`src/rtl/dbd_pkg.sv`:
```
// Shared definitions for the block statistics path: lane geometry, the
// drain state encoding and the per-lane statistics record.
package dbd_pkg;

  localparam int LANE_W    = 8;
  localparam int LANES     = 24;
  localparam int IDX_W     = 5;
  localparam int SUM_W_DEF = 21;

  typedef enum logic {
    IDLE  = 1'b0,
    DRAIN = 1'b1
  } drain_state_e;

  typedef struct packed {
    logic [LANE_W-1:0]    max;
    logic [SUM_W_DEF-1:0] sum;
  } lane_stat_t;

endpackage

```
`src/rtl/lane_accumulator.sv`:
```
// One lane's running peak and saturating sum of Y. Clear has priority over
// accumulate; an idle lane carries zero, so accumulating it is harmless.
module lane_accumulator
  import dbd_pkg::*;
#(
  parameter int SUM_W = 21
) (
  input  logic              iClk,
  input  logic              iRst,
  input  logic              iClr,
  input  logic              iEn,
  input  logic [LANE_W-1:0] iPixel,
  output logic [LANE_W-1:0] oMax,
  output logic [SUM_W-1:0]  oSum
);

  logic [SUM_W:0] sumExt;

  // one extra bit catches the carry out so the sum can pin at all-ones
  assign sumExt = {1'b0, oSum} + {{(SUM_W + 1 - LANE_W){1'b0}}, iPixel};

  // peak/sum update with clear priority and saturation
  always_ff @(posedge iClk or posedge iRst) begin
    if (iRst) begin
      oMax <= '0;
      oSum <= '0;
    end else if (iClr) begin
      oMax <= '0;
      oSum <= '0;
    end else if (iEn) begin
      if (iPixel > oMax) oMax <= iPixel;
      oSum <= sumExt[SUM_W] ? {SUM_W{1'b1}} : sumExt[SUM_W-1:0];
    end
  end

endmodule

```
`src/rtl/block_stat_collector.sv`:
```
// Collects per-block peak and sum of Y across a block row, snapshots them at
// the row end and streams the snapshot out one block per handshake.
//
// Handshake: a result is transferred on a rising edge where oValid && iReady.
// While oValid is high and iReady is low, oIndex/oRow/oMax/oSum hold stable;
// oValid never drops before its result has been transferred (except iRst).
module block_stat_collector
  import dbd_pkg::*;
#(
  parameter int LANES           = dbd_pkg::LANES,
  parameter int LINES_PER_BLOCK = 90,
  parameter int ROWS            = 12,
  parameter int SUM_W           = SUM_W_DEF
) (
  input  logic                      iODCK,
  input  logic                      iRst,
  input  logic                      iVS,
  input  logic                      iDE,
  input  logic [LANES*LANE_W-1:0]   iPixelData,
  output logic                      oValid,
  input  logic                      iReady,
  output logic [IDX_W-1:0]          oIndex,
  output logic [3:0]                oRow,
  output logic [LANE_W-1:0]         oMax,
  output logic [SUM_W-1:0]          oSum,
  output logic                      oOverrun
);

  localparam int LC_W = (LINES_PER_BLOCK > 1) ? $clog2(LINES_PER_BLOCK) : 1;
  localparam logic [LC_W-1:0]  LC_LAST  = LC_W'(LINES_PER_BLOCK - 1);
  localparam logic [3:0]       ROW_LAST = 4'(ROWS - 1);
  localparam logic [IDX_W-1:0] IDX_LAST = IDX_W'(LANES - 1);

  logic            dDE;
  logic [LC_W-1:0] lineCnt;
  logic [3:0]      rowCnt;
  logic            lineEnd, rowEnd, busy, snapshot, snapPending;
  logic            accEn, accClr;

  drain_state_e     drainState, drainStateNext;
  logic [IDX_W-1:0] idx, idxNext;

  logic [LANE_W-1:0] accMax    [LANES];
  logic [SUM_W-1:0]  accSum    [LANES];
  logic [LANE_W-1:0] shadowMax [LANES];
  logic [SUM_W-1:0]  shadowSum [LANES];
  logic [3:0]        shadowRow;

  // frame start overrides everything: no line end, no accumulation
  assign lineEnd  = dDE && !iDE && !iVS;
  assign rowEnd   = lineEnd && (lineCnt == LC_LAST);
  // a snapshot waiting to enter DRAIN still owns the shadow registers
  assign busy     = (drainState == DRAIN) || snapPending;
  assign snapshot = rowEnd && !busy;
  assign accEn    = iDE && !iVS;
  assign accClr   = rowEnd || iVS;

  for (genvar k = 0; k < LANES; k++) begin : g_lane
    lane_accumulator #(.SUM_W(SUM_W)) u_lane (
      .iClk   (iODCK),
      .iRst   (iRst),
      .iClr   (accClr),
      .iEn    (accEn),
      .iPixel (iPixelData[k*LANE_W +: LANE_W]),
      .oMax   (accMax[k]),
      .oSum   (accSum[k])
    );
  end

  // line/row bookkeeping, snapshot handoff and sticky overrun
  always_ff @(posedge iODCK or posedge iRst) begin
    if (iRst) begin
      dDE         <= 1'b0;
      lineCnt     <= '0;
      rowCnt      <= '0;
      snapPending <= 1'b0;
      oOverrun    <= 1'b0;
    end else begin
      dDE         <= iDE;
      snapPending <= snapshot;
      if (iVS) begin
        lineCnt <= '0;
        rowCnt  <= '0;
      end else if (lineEnd) begin
        if (rowEnd) begin
          lineCnt <= '0;
          rowCnt  <= (rowCnt == ROW_LAST) ? 4'd0 : rowCnt + 4'd1;
        end else begin
          lineCnt <= lineCnt + 1'b1;
        end
      end
      if (rowEnd && busy) oOverrun <= 1'b1;
    end
  end

  // shadow copy of all lanes and the row number at an accepted row end
  always_ff @(posedge iODCK or posedge iRst) begin
    if (iRst) begin
      for (int k = 0; k < LANES; k++) begin
        shadowMax[k] <= '0;
        shadowSum[k] <= '0;
      end
      shadowRow <= '0;
    end else if (snapshot) begin
      for (int k = 0; k < LANES; k++) begin
        shadowMax[k] <= accMax[k];
        shadowSum[k] <= accSum[k];
      end
      shadowRow <= rowCnt;
    end
  end

  // drain state register
  always_ff @(posedge iODCK or posedge iRst) begin
    if (iRst) begin
      drainState <= IDLE;
      idx        <= '0;
    end else begin
      drainState <= drainStateNext;
      idx        <= idxNext;
    end
  end

  // drain next-state: start one cycle after the snapshot, step on handshake
  always_comb begin
    drainStateNext = drainState;
    idxNext        = idx;
    case (drainState)
      IDLE: begin
        if (snapPending) begin
          drainStateNext = DRAIN;
          idxNext        = '0;
        end
      end
      DRAIN: begin
        if (iReady) begin
          if (idx == IDX_LAST) begin
            drainStateNext = IDLE;
            idxNext        = '0;
          end else begin
            idxNext = idx + 1'b1;
          end
        end
      end
      default: begin
        drainStateNext = IDLE;
        idxNext        = '0;
      end
    endcase
  end

  assign oValid = (drainState == DRAIN);
  assign oIndex = idx;
  assign oRow   = shadowRow;
  assign oMax   = shadowMax[idx];
  assign oSum   = shadowSum[idx];

endmodule
```
`config.mk`:
```
export PLATFORM = sky130hd
export DESIGN_NAME = block_stat_collector
export DESIGN_NICKNAME = d
export VERILOG_FILES = /design/src/rtl/dbd_pkg.sv /design/src/rtl/lane_accumulator.sv /design/src/rtl/block_stat_collector.sv
export SDC_FILE = /design/constraint.sdc
export NUM_CORES = 2
export LEC_CHECK = 0
export CORE_AREA = 2 2 381 383
export CTS_BUF_LIST = sky130_fd_sc_hd__clkbuf_4 sky130_fd_sc_hd__clkbuf_8 sky130_fd_sc_hd__clkbuf_16
export DETAILED_ROUTE_END_ITERATION = 10
export DIE_AREA = 0 0 383 385
export PLACE_DENSITY = 0.82
export SLEW_MARGIN = 30
export SYNTH_ARGS = -nofsm -noshare
export SYNTH_HDL_FRONTEND = slang
export SYNTH_SLANG_ARGS = --single-unit
```
`constraint.sdc`:
```
create_clock -name iODCK -period 66.9 [get_ports iODCK]
set_clock_uncertainty 0.05 [all_clocks]
set_input_delay 10.035 -clock iODCK [delete_from_list [all_inputs] [get_ports iODCK]]
set_output_delay 10.035 -clock iODCK [all_outputs]
set_load 0.02 [all_outputs]
```
==> out/summary.txt <==
Combinational Power Share: 18.1%
Layout fillers: 11.3k
Setup crit start kind: flip-flop
Core Rows: 139
Crit path required time: 56.82 ns
Post-synthesis async set-or-reset flop share: 100%
Total of max-cap violations: 0
Max-slew violation count: 0
Number of global-route vias before repair: 65.6k
Core area: 143000 sq um
Port buffer count: 236
Synth area leader: dfrtp_1
Final setup violating endpoints: 0
YS warnings: 0
Placed wire-length estimate: 171000 microns
Critical path's slowest cell: mux2i_1
RSZ-0062 raised after global routing: false
Top-count cell post-synth: nand2_1
Cell count after synthesis: 8497
Detailed-route via count: 68.0k
CP cell instances: buf_4 > buf_4 > buf_4 > mux4_2 > mux2i_1 > o221ai_1 > clkdlybuf4s50_1
Commonest cells post-synth: nand2_1, dfrtp_1, o21ai_0
Mapped Area: 78500 sq um
Post-synth cell types: 95
Status: complete, no violations
Worst min path class: flip-flop to flip-flop
Pint: 0.00160 W
Period minus WS final: 15.98 ns
Area of the multi-input gates: 40100 sq um
Die width: 383 microns
Post-CTS Hold Buffers: 0
Crit Path Max Fanout: 63
Syn_nets: 9106
Clk root buf: clkbuf_16
Dpl cell area: 82100 sq um
Maximum VDD drop: 0.0396 mV
TNS Setup: 0 ns
# DRC: 0
Largest stage delay on the critical path: 0.82 ns
Min-delay src: shadowSum[256]
Syn_area_per_cell: 9.24 sq um
Clock buffer depth: 3
Ys flop type: dfrtp_1
FMAX: 62.6 MHz
Largest net degree at the start of global routing: 247
Die height: 385 microns
Area growth, synth to finish: 12.0%
Total number of H-tree levels: 4
CP endpoint kind: output pin
Total track usage: 33.4%
Fraction of layout cells with a size suffix above 1: 7.79%
Sequential cell area: 35400 sq um
Critical path class: flip-flop to output pin
Avg WL per Cell: 23.6 microns
Num CTS Buffers: 153
CTS resizes: 0
Sequential area share after synthesis: 45.1%
Final WL: 249000 microns
Routed Antenna Nets: 0
Fin crit share: 23.9%
Starting Density: 54.9%
Final #Nets: 9133
Switching share of power: 29.2%
Worst Tran Pin Value: 1.12 ns
Share of the synthesized area in the top cell type: 45.1%
Num Clock Sinks: 1416
Critical path arrival: 5.90 ns
CP most frequent cell: buf_4
P_sw: 0.000659 W
PwrDens: 25.7 nW/um^2
Later-pin clock latency in the skew report: 0.82 ns
Die area: 147000 sq um
Largest cells by area after synthesis: dfrtp_1, nand2_1, ha_1
Design area: 87900 sq um
Rel. slew slack: 23.2%
I/O Pins: 237
Global-route wire length before repair: 382000 microns
Post-synth EDFFs: 0
Hold path cells: 2
#FFs+latches synth: 1416
Hold Fails Final Rpt: 0
CP Launch Point: oIndex[1]
GPL Wtd Cong: 0.973
Total congestion overflow: 0
Worst reg-to-reg path cell count: 8
Seq pwr share: 40.8%
Fin cells: 10.6k
Drt via density: 6.44
DRT Pass-1 Iters: 6
TritonCTS clock tree: done
Leakage: 41.4 nW
RR Startpoint: lineCnt[0]
CTS clk-pin slew, worst paths: 0.06 ns
Post-CTS Setup Bufs: 0
Clock power frac: 41.1%
Placed Instances: 10.3k
Detailed Route Iter0 Violations: 8720
Initial antenna violation count: 14
[logic make-up (layout without fill, tap and decap cells)]
logic type / count (synthesis) / in the layout / synth area share, %
mux: 469 / 469 / 8.80
buf+inv: 777 / 927 / 3.98
flops: 1416 / 1416 / 45.1
compound gates: 1874 / 1874 / 15.1
simple gates: 3403 / 3403 / 18.6
fa+ha+maj: 412 / 412 / 6.79
xor+xnor: 146 / 146 / 1.63
other cells: 0 / 6 / 0
[state kept, by name, summed over array words and instances, names as in the netlist]
name / flops
dDE: 1
g_lane.u_lane.oMax: 192
g_lane.u_lane.oSum: 504
lineCnt: 7
oIndex: 5
oOverrun: 1
oRow: 4
oValid: 1
rowCnt: 4
shadowMax: 192
shadowSum: 504
snapPending: 1
[critical path, delay by kind of cell, from the launching register on]
family / cells / cell delay [ns]
mux: 2 / 1.22
flops: 1 / 0.74
buf+inv: 4 / 2.73
compound gates: 1 / 0.34
[cells in the final DEF (no fill, tap or decap), types with 23 or more instances in the layout]
cell type        count
nand4_1            125
o21a_1              23
nor4_1              27
xnor2_1             68
dfrtp_1           1413
bufinv_16           23
o311ai_0            44
mux4_2             174
clkinv_2            33
buf_4               33
or2_2               26
fa_1                24
nand2b_1            61
mux2i_1            259
a21oi_1            446
nor2_1             451
a21o_1             137
o211ai_1           165
nor2b_1             63
and3_1              49
or3_1               35
a211oi_1            28
ha_1               388
o21ai_0            619
clkdlybuf4s50_1    234
o221ai_1            29
a31oi_1             42
clkbuf_16          156
mux2_2              30
a32o_1              31
xor2_1              78
clkbuf_8            26
inv_1              348
and2_1              32
o21ai_2             31
nand3_1            200
nand2_1           2139
nor3_1              98
[final timing paths]
check	endpoint	slack, ns
worst min register to register	shadowSum[256]	0.41
worst max-delay path	oSum[2]	50.92
worst max register to register	g_lane[13].u_lane.oSum[15]	62.92
min in group asynchronous	g_lane[2].u_lane.oSum[4]	9.57
max in group asynchronous	shadowMax[135]	54.56
worst min-delay path	shadowSum[256]	0.41
[layer usage]
| metal | track usage [%] | vias up | part of all wire [%] |
|---|---|---|---|
| met4 | 20.0 | 12 | 6.8 |
| met3 | 8.11 | 854 | 11 |
| li1 | - | 29900 | - |
| met2 | 50.8 | 3889 | 44 |
| met5 | 0 | - | 0.025 |
| met1 | 43.5 | 33300 | 38 |
[metrics by stage]
step,util (%),total power [W],hold slack (ns),setup slack [ns]
after floorplan,-,0.00123,0.383,16.88
after global placement,57.3,0.00132,0.394,52.06
after detailed placement,57.4,0.00133,0.401,51.96
after CTS,61.2,0.00226,0.414,51.05
after global routing,61.4,0.00234,0.431,50.81
final,61.4,0.00226,0.411,50.92
[power by group through the flow]
stage | combinational, W | clock, W | sequential (W)
after detailed placement | 0.000397 | 0 | 0.000936
after floorplan | 0.000309 | 0 | 0.000919
after global placement | 0.000383 | 0 | 0.000934
after CTS | 0.000402 | 0.000935 | 0.000921
final | 0.000409 | 0.000930 | 0.000921
after global routing | 0.000444 | 0.000968 | 0.000926
[area by class of cell]
| type | count | share of cell area, % |
|---|---|---|
| Multi-Input combinational cell | 6304 | 45.6 |
| Sequential cell | 1416 | 40.3 |
| Clock buffer | 196 | 4.97 |
| Timing Repair Buffer | 298 | 3.58 |
| Tap cell | 1903 | 2.71 |
| Inverter | 351 | 1.51 |
| Clock inverter | 82 | 1.34 |
| Antenna cell | 6 | 0.0171 |
(Power assumes the default switching activity.)
